==> config.mk <==
export PLATFORM = sky130hd
export DESIGN_NAME = led_status_sequencer
export DESIGN_NICKNAME = d
export VERILOG_FILES = /design/src/rtl/led_status_sequencer.sv
export SDC_FILE = /design/constraint.sdc
export NUM_CORES = 1
export LEC_CHECK = 0
export BUFFER_PORTS_ARGS = -buffer_cell sky130_fd_sc_hd__buf_4
export CORE_MARGIN = 3
export CORE_UTILIZATION = 59
export CTS_CLUSTER_DIAMETER = 100
export DETAILED_ROUTE_END_ITERATION = 10
export PLACE_DENSITY = 0.77
export SYNTH_ARGS = -nofsm -noshare
export SYNTH_HDL_FRONTEND = slang
export SYNTH_HIERARCHICAL = 1
export SYNTH_SLANG_ARGS = --single-unit
==> constraint.sdc <==
create_clock -name sys_clk -period 7.8 [get_ports sys_clk]
set_clock_uncertainty 0.2 [all_clocks]
set_input_delay 1.56 -clock sys_clk [delete_from_list [all_inputs] [get_ports sys_clk]]
set_output_delay 1.56 -clock sys_clk [all_outputs]
set_load 0.01 [all_outputs]
==> src/rtl/led_status_sequencer.sv <==
// Commanded RGB LED pattern engine: off, solid, blink, breathe and N-pulse status codes.
// A free-running 1 ms time base paces the patterns, and an 8-bit PWM sets the brightness.

module led_pwm_lane (
  input  logic sys_clk,
  input  logic sys_rst_n,
  input  logic raw,
  input  logic en,
  output logic pwm
);
  always_ff @(posedge sys_clk or negedge sys_rst_n)
    if (!sys_rst_n) pwm <= 1'b0;
    else            pwm <= raw & en;
endmodule

module led_status_sequencer #(
  parameter int TICK_DIV    = 150000,
  parameter int BLINK_TICKS = 250,
  parameter int PAUSE_TICKS = 1000
) (
  input  logic       sys_clk,
  input  logic       sys_rst_n,
  input  logic       cmd_valid,
  output logic       cmd_ready,
  input  logic [2:0] cmd_mode,
  input  logic [2:0] cmd_color,
  input  logic [3:0] cmd_arg,
  output logic [2:0] rgb_pwm,
  output logic [2:0] active_mode
);
  localparam int NUM_LANES = 3;
  localparam int PRE_W     = $clog2(TICK_DIV);
  localparam int PH_MAX    = (BLINK_TICKS > PAUSE_TICKS) ? BLINK_TICKS : PAUSE_TICKS;
  localparam int PH_W      = (PH_MAX > 1) ? $clog2(PH_MAX) : 1;

  localparam logic [2:0] MODE_SOLID   = 3'd1;
  localparam logic [2:0] MODE_BLINK   = 3'd2;
  localparam logic [2:0] MODE_BREATHE = 3'd3;
  localparam logic [2:0] MODE_CODE    = 3'd4;

  typedef struct packed {
    logic [2:0] mode;
    logic [2:0] color;
    logic [3:0] arg;
  } cmd_t;

  typedef enum logic [1:0] {C_ON, C_OFF, C_PAUSE} code_e;

  cmd_t            cur;
  code_e           cst, cst_nxt;
  logic [PRE_W-1:0] pre;
  logic [7:0]      pwm_cnt;
  logic [PH_W-1:0] ph_cnt, ph_lim;
  logic [3:0]      pulse, n_eff;
  logic [7:0]      br_lvl, duty;
  logic            br_up, blink_on;
  logic            tick, accept, ph_end, code_step, last_pulse, raw;

  assign tick        = (pre == PRE_W'(TICK_DIV - 1));
  assign accept      = cmd_valid & cmd_ready;
  assign cmd_ready   = !((cur.mode == MODE_CODE) && (cst != C_PAUSE));
  assign active_mode = cur.mode;
  assign n_eff       = (cur.arg == 4'd0) ? 4'd1 : cur.arg;
  assign last_pulse  = (pulse >= n_eff);
  assign ph_lim      = ((cur.mode == MODE_CODE) && (cst == C_PAUSE)) ?
                       PH_W'(PAUSE_TICKS - 1) : PH_W'(BLINK_TICKS - 1);
  assign ph_end      = (ph_cnt == ph_lim);
  assign code_step   = tick & ph_end & (cur.mode == MODE_CODE);

  always_ff @(posedge sys_clk or negedge sys_rst_n)
    if (!sys_rst_n) cst <= C_ON;
    else            cst <= cst_nxt;

  always_comb begin
    cst_nxt = cst;
    if (accept) cst_nxt = C_ON;
    else if (code_step) begin
      case (cst)
        C_ON:    cst_nxt = C_OFF;
        C_OFF:   cst_nxt = last_pulse ? C_PAUSE : C_ON;
        default: cst_nxt = C_ON;
      endcase
    end
  end

  always_ff @(posedge sys_clk or negedge sys_rst_n) begin
    if (!sys_rst_n) begin
      pre      <= '0;
      pwm_cnt  <= '0;
      ph_cnt   <= '0;
      cur      <= '0;
      blink_on <= 1'b0;
      br_lvl   <= '0;
      br_up    <= 1'b1;
      pulse    <= '0;
    end else begin
      // The time base is never resynchronised to commands.
      pre     <= tick ? '0 : pre + 1'b1;
      pwm_cnt <= pwm_cnt + 8'd1;
      if (accept) begin
        cur      <= {cmd_mode, cmd_color, cmd_arg};
        ph_cnt   <= '0;
        blink_on <= 1'b1;
        br_lvl   <= '0;
        br_up    <= 1'b1;
        pulse    <= 4'd1;
      end else if (tick) begin
        ph_cnt <= ph_end ? '0 : ph_cnt + 1'b1;
        if (ph_end) blink_on <= ~blink_on;
        if (cur.mode == MODE_BREATHE) begin
          if (br_up) begin
            br_lvl <= br_lvl + 8'd1;
            if (br_lvl == 8'd254) br_up <= 1'b0;
          end else begin
            br_lvl <= br_lvl - 8'd1;
            if (br_lvl == 8'd1) br_up <= 1'b1;
          end
        end
        if (code_step) begin
          if (cst == C_OFF && !last_pulse) pulse <= pulse + 4'd1;
          else if (cst == C_PAUSE)         pulse <= 4'd1;
        end
      end
    end
  end

  // Reserved modes fall through to dark.
  always_comb begin
    duty = 8'd0;
    case (cur.mode)
      MODE_SOLID:   duty = 8'hFF;
      MODE_BLINK:   duty = blink_on ? 8'hFF : 8'h00;
      MODE_BREATHE: duty = br_lvl;
      MODE_CODE:    duty = (cst == C_ON) ? 8'hFF : 8'h00;
      default:      duty = 8'd0;
    endcase
  end

  assign raw = (duty == 8'hFF) | (pwm_cnt < duty);

  for (genvar i = 0; i < NUM_LANES; i++) begin : g_lane
    led_pwm_lane u_lane (
      .sys_clk  (sys_clk),
      .sys_rst_n(sys_rst_n),
      .raw      (raw),
      .en       (cur.color[i]),
      .pwm      (rgb_pwm[i])
    );
  end
endmodule

==> metrics.md <==
| Metric | Value |
|---|---|
| Status | `complete, no violations` |
| Crit path kind | `register to primary output` |
| Most common cell after layout, fill and taps aside | `dfrtp_1` |
| CP peak stage delay | `0.45 ns` |
| HP Start | `cur[4]` |
| Netlist cell types | `59` |
| Die Wd | `83.7 um` |
| Slew @ Worst Pin | `0.879 ns` |
| Crit-path cells | `nor3b_2 -> nand2_1 -> buf_4` |
| M2 GR Usage | `34.2%` |
| Crit start category | `register` |
| Pin count of the biggest net entering global routing | `66` |
| Cell area after synthesis | `3560 sq um` |
| Initial core utilization | `62.8%` |
| Clock Sinks | `65` |
| Clk_lat worst skew | `0.34 ns` |
| DR WL/cell | `15.7 um` |
| Worst setup EP type | `primary output` |
| Clk buf depth | `2` |
| RD Place Congestion | `0.833` |
| TritonRoute pass-1 iters | `5` |
| Vias in the first global route | `2790` |
| Maximum VDD drop | `107 uV` |
| WP data required | `6.04 ns` |
| Prevailing post-synth register cell | `dfrtp_1` |
| DP HPWL | `4910 um` |
| Unrepaired setup endpoints after global routing | `no` |
| Final core utilization | `68.9%` |
| Cells after Synth | `360` |
| Total track usage | `22.2%` |
| Busiest layer in global routing | `met2` |
| NumNets Final | `407` |
| Core ar. | `5680 sq um` |
| Post-synth EDFFs | `0` |
| PostCTS Resize Cnt | `0` |
| Initial DRC Count | `248` |
| CP bufs+invs | `1` |
| Syn_area_per_cell | `9.90 sq um` |
| Fin cells | `452` |
| CP top delay family | `simple AND/OR/NAND/NOR gates` |
| Yosys warns | `6` |
| Setup_tns | `0 ns` |
| Crit path time final | `3.26 ns` |
| FF+latch count, synth | `65` |
| Total congestion overflow | `0` |
| Endpoints failing setup | `0` |
| Max-cap viol count | `0` |
| Most frequent cells in the layout | `64 x dfrtp_1, 35 x nand2_1, 26 x nor2_1` |
| Area delta synth->final | `9.73%` |
| CTS tree | `done` |
| Slowest cell on the critical path | `dfrtp_1` |
| Syn_nets | `392` |
| Ys async rst share | `100%` |
| Slew margin rel. | `41.2%` |
| DR vias | `2738` |
| IO Count | `20` |
| Drt drc | `0` |
| Inserted Clock Buffers | `9` |
| CP Max Fanout | `8` |
| Final Max Slew Viols | `0` |
| P per Cell Area | `181 nW/um^2` |
| Global-route wire length before repair | `12800 um` |
| Placed Instance Area | `3730 sq um` |
| PortBufs | `19` |
| Share of layout cells above drive strength 1 | `13.7%` |
| Diode count | `0` |
| Final Instance Area | `3910 sq um` |
| Peak Freq | `0.307 GHz` |
| Final period util | `41.8%` |
| Number of antenna violations at the first check in global routing | `0` |
| FILL cells | `448` |
| DIE HEIGHT | `83.7 um` |
| Hold WC Path Type | `register to register` |
| CTS root buf | `clkbuf_8` |
| DRT Wirelength | `7110 um` |
| CTS H-tree lvls | `3` |
| Seq/Total Area, Yosys | `45.7%` |
| Worst hold slack | `0.267 ns` |
| Crit. Startpoint | `active_mode[0]` |
| Clock-pin slew on the worst setup and hold paths | `0.07 ns` |
| Hold_buf cts | `0` |
| Post-CTS Repair Setup Buffers | `0` |
| Met3 capacity usage during global routing | `6.12%` |
| Rows | `27` |
| Met1 usage | `30.3%` |
| FF-to-FF Start | `active_mode[0]` |
| Post-route ant nets | `0` |
| CP arrival | `1.50 ns` |
| DP Cell Count | `436` |
| Vias per cell | `6.06` |
| Leak | `1.73 nW` |
| Endpoints failing hold | `0` |
| Die Area | `7010 sq um` |
kinds of logic (layout without fill, tap and decap cells):
logic type / count (synthesis) / after routing / synth area share, %
compound gates: 57 / 57 / 10.6
mux: 6 / 6 / 1.76
buf+inv: 26 / 46 / 3.27
xor+xnor: 33 / 33 / 8.11
flops: 65 / 65 / 45.7
simple gates: 154 / 154 / 23.9
fa+ha+maj: 19 / 19 / 6.67
cells in the mapped netlist, types with 3 or more instances:
| cell type | count | area (sq um) |
|---|---|---|
| mux2i_1 | 4 | 40.0 |
| o21ai_0 | 8 | 40.0 |
| buf_4 | 3 | 22.5 |
| and2_1 | 7 | 43.8 |
| nor4_1 | 10 | 62.6 |
| nand2b_1 | 3 | 18.8 |
| o21ai_1 | 3 | 15.0 |
| a31oi_1 | 5 | 31.3 |
| nand4_1 | 8 | 50.1 |
| a21oi_1 | 20 | 100 |
| and4_1 | 3 | 26.3 |
| and3_1 | 9 | 56.3 |
| nand2_1 | 35 | 131 |
| xnor2_1 | 23 | 201 |
| nor2b_1 | 5 | 31.3 |
| inv_1 | 10 | 37.5 |
| ha_1 | 19 | 238 |
| nor2_1 | 26 | 97.6 |
| xor2_1 | 10 | 87.6 |
| dfrtp_1 | 64 | 1600 |
| nor3_1 | 8 | 40.0 |
| nor4b_1 | 4 | 35.0 |
| nand3_1 | 16 | 80.1 |
| clkbuf_1 | 12 | 45.0 |
final cells by class:
class / instances / area (sq um) / share of cell area, %
Multi-Input combinational cell: 269 / 1820 / 46.6
Clock buffer: 11 / 151 / 3.87
Inverter: 10 / 37.5 / 0.960
Tap cell: 72 / 90.1 / 2.30
Sequential cell: 65 / 1630 / 41.6
Timing Repair Buffer: 20 / 150 / 3.84
Clock inverter: 5 / 30.0 / 0.768
flip-flops by register name, indices dropped and copies added, names as in the netlist:
name / flops
pre: 18
ph_cnt: 10
br_lvl: 8
pwm_cnt: 8
cur: 7
pulse: 4
active_mode: 3
g_lane.u_lane/pwm: 3
cst: 2
blink_on: 1
br_up: 1
per-layer routing:
metal	vias to the layer above	part of all wire (%)
li1	1329	-
met1	1327	46
met2	71	48
met3	11	4.6
met4	0	1.4
met5	-	0
power breakdown:
group | internal, mW | switching [mW]
Sequential | 0.349 | 0.00715
Combinational | 0.0381 | 0.0519
Clock | 0.131 | 0.131
Total | 0.518 | 0.190
through the flow:
| step | total power, mW | setup slack, ns |
|---|---|---|
| floorplan | 0.419 | 4.93 |
| global placement | 0.450 | 4.55 |
| detailed placement | 0.454 | 4.49 |
| CTS | 0.715 | 4.53 |
| global route | 0.748 | 4.38 |
| finish | 0.708 | 4.54 |
final timing paths:
check | slack (ns) | cells past startpoint | to
worst max-delay path | 4.54 | 3 | cmd_ready
worst min-delay path | 0.27 | 2 | cur[4]
worst max register to register | 4.81 | 11 | g_lane[1].u_lane/pwm
worst min register to register | 0.27 | 2 | cur[4]
max in group asynchronous | 5.76 | 1 | g_lane[2].u_lane/pwm
min in group asynchronous | 1.10 | 1 | pre[14]
worst register-to-register path: stages, from the launching register on:
cell,delay [ns]
dfrtp_1,0.45
nor4b_1,0.34
a21oi_1,0.08
o21ai_1,0.42
a21oi_1,0.08
ha_1,0.28
o21ai_0,0.15
nand2b_1,0.07
a21oi_1,0.15
a311oi_1,0.07
o31ai_1,0.43
and2_1,0.19
(Power assumes the default switching activity.)
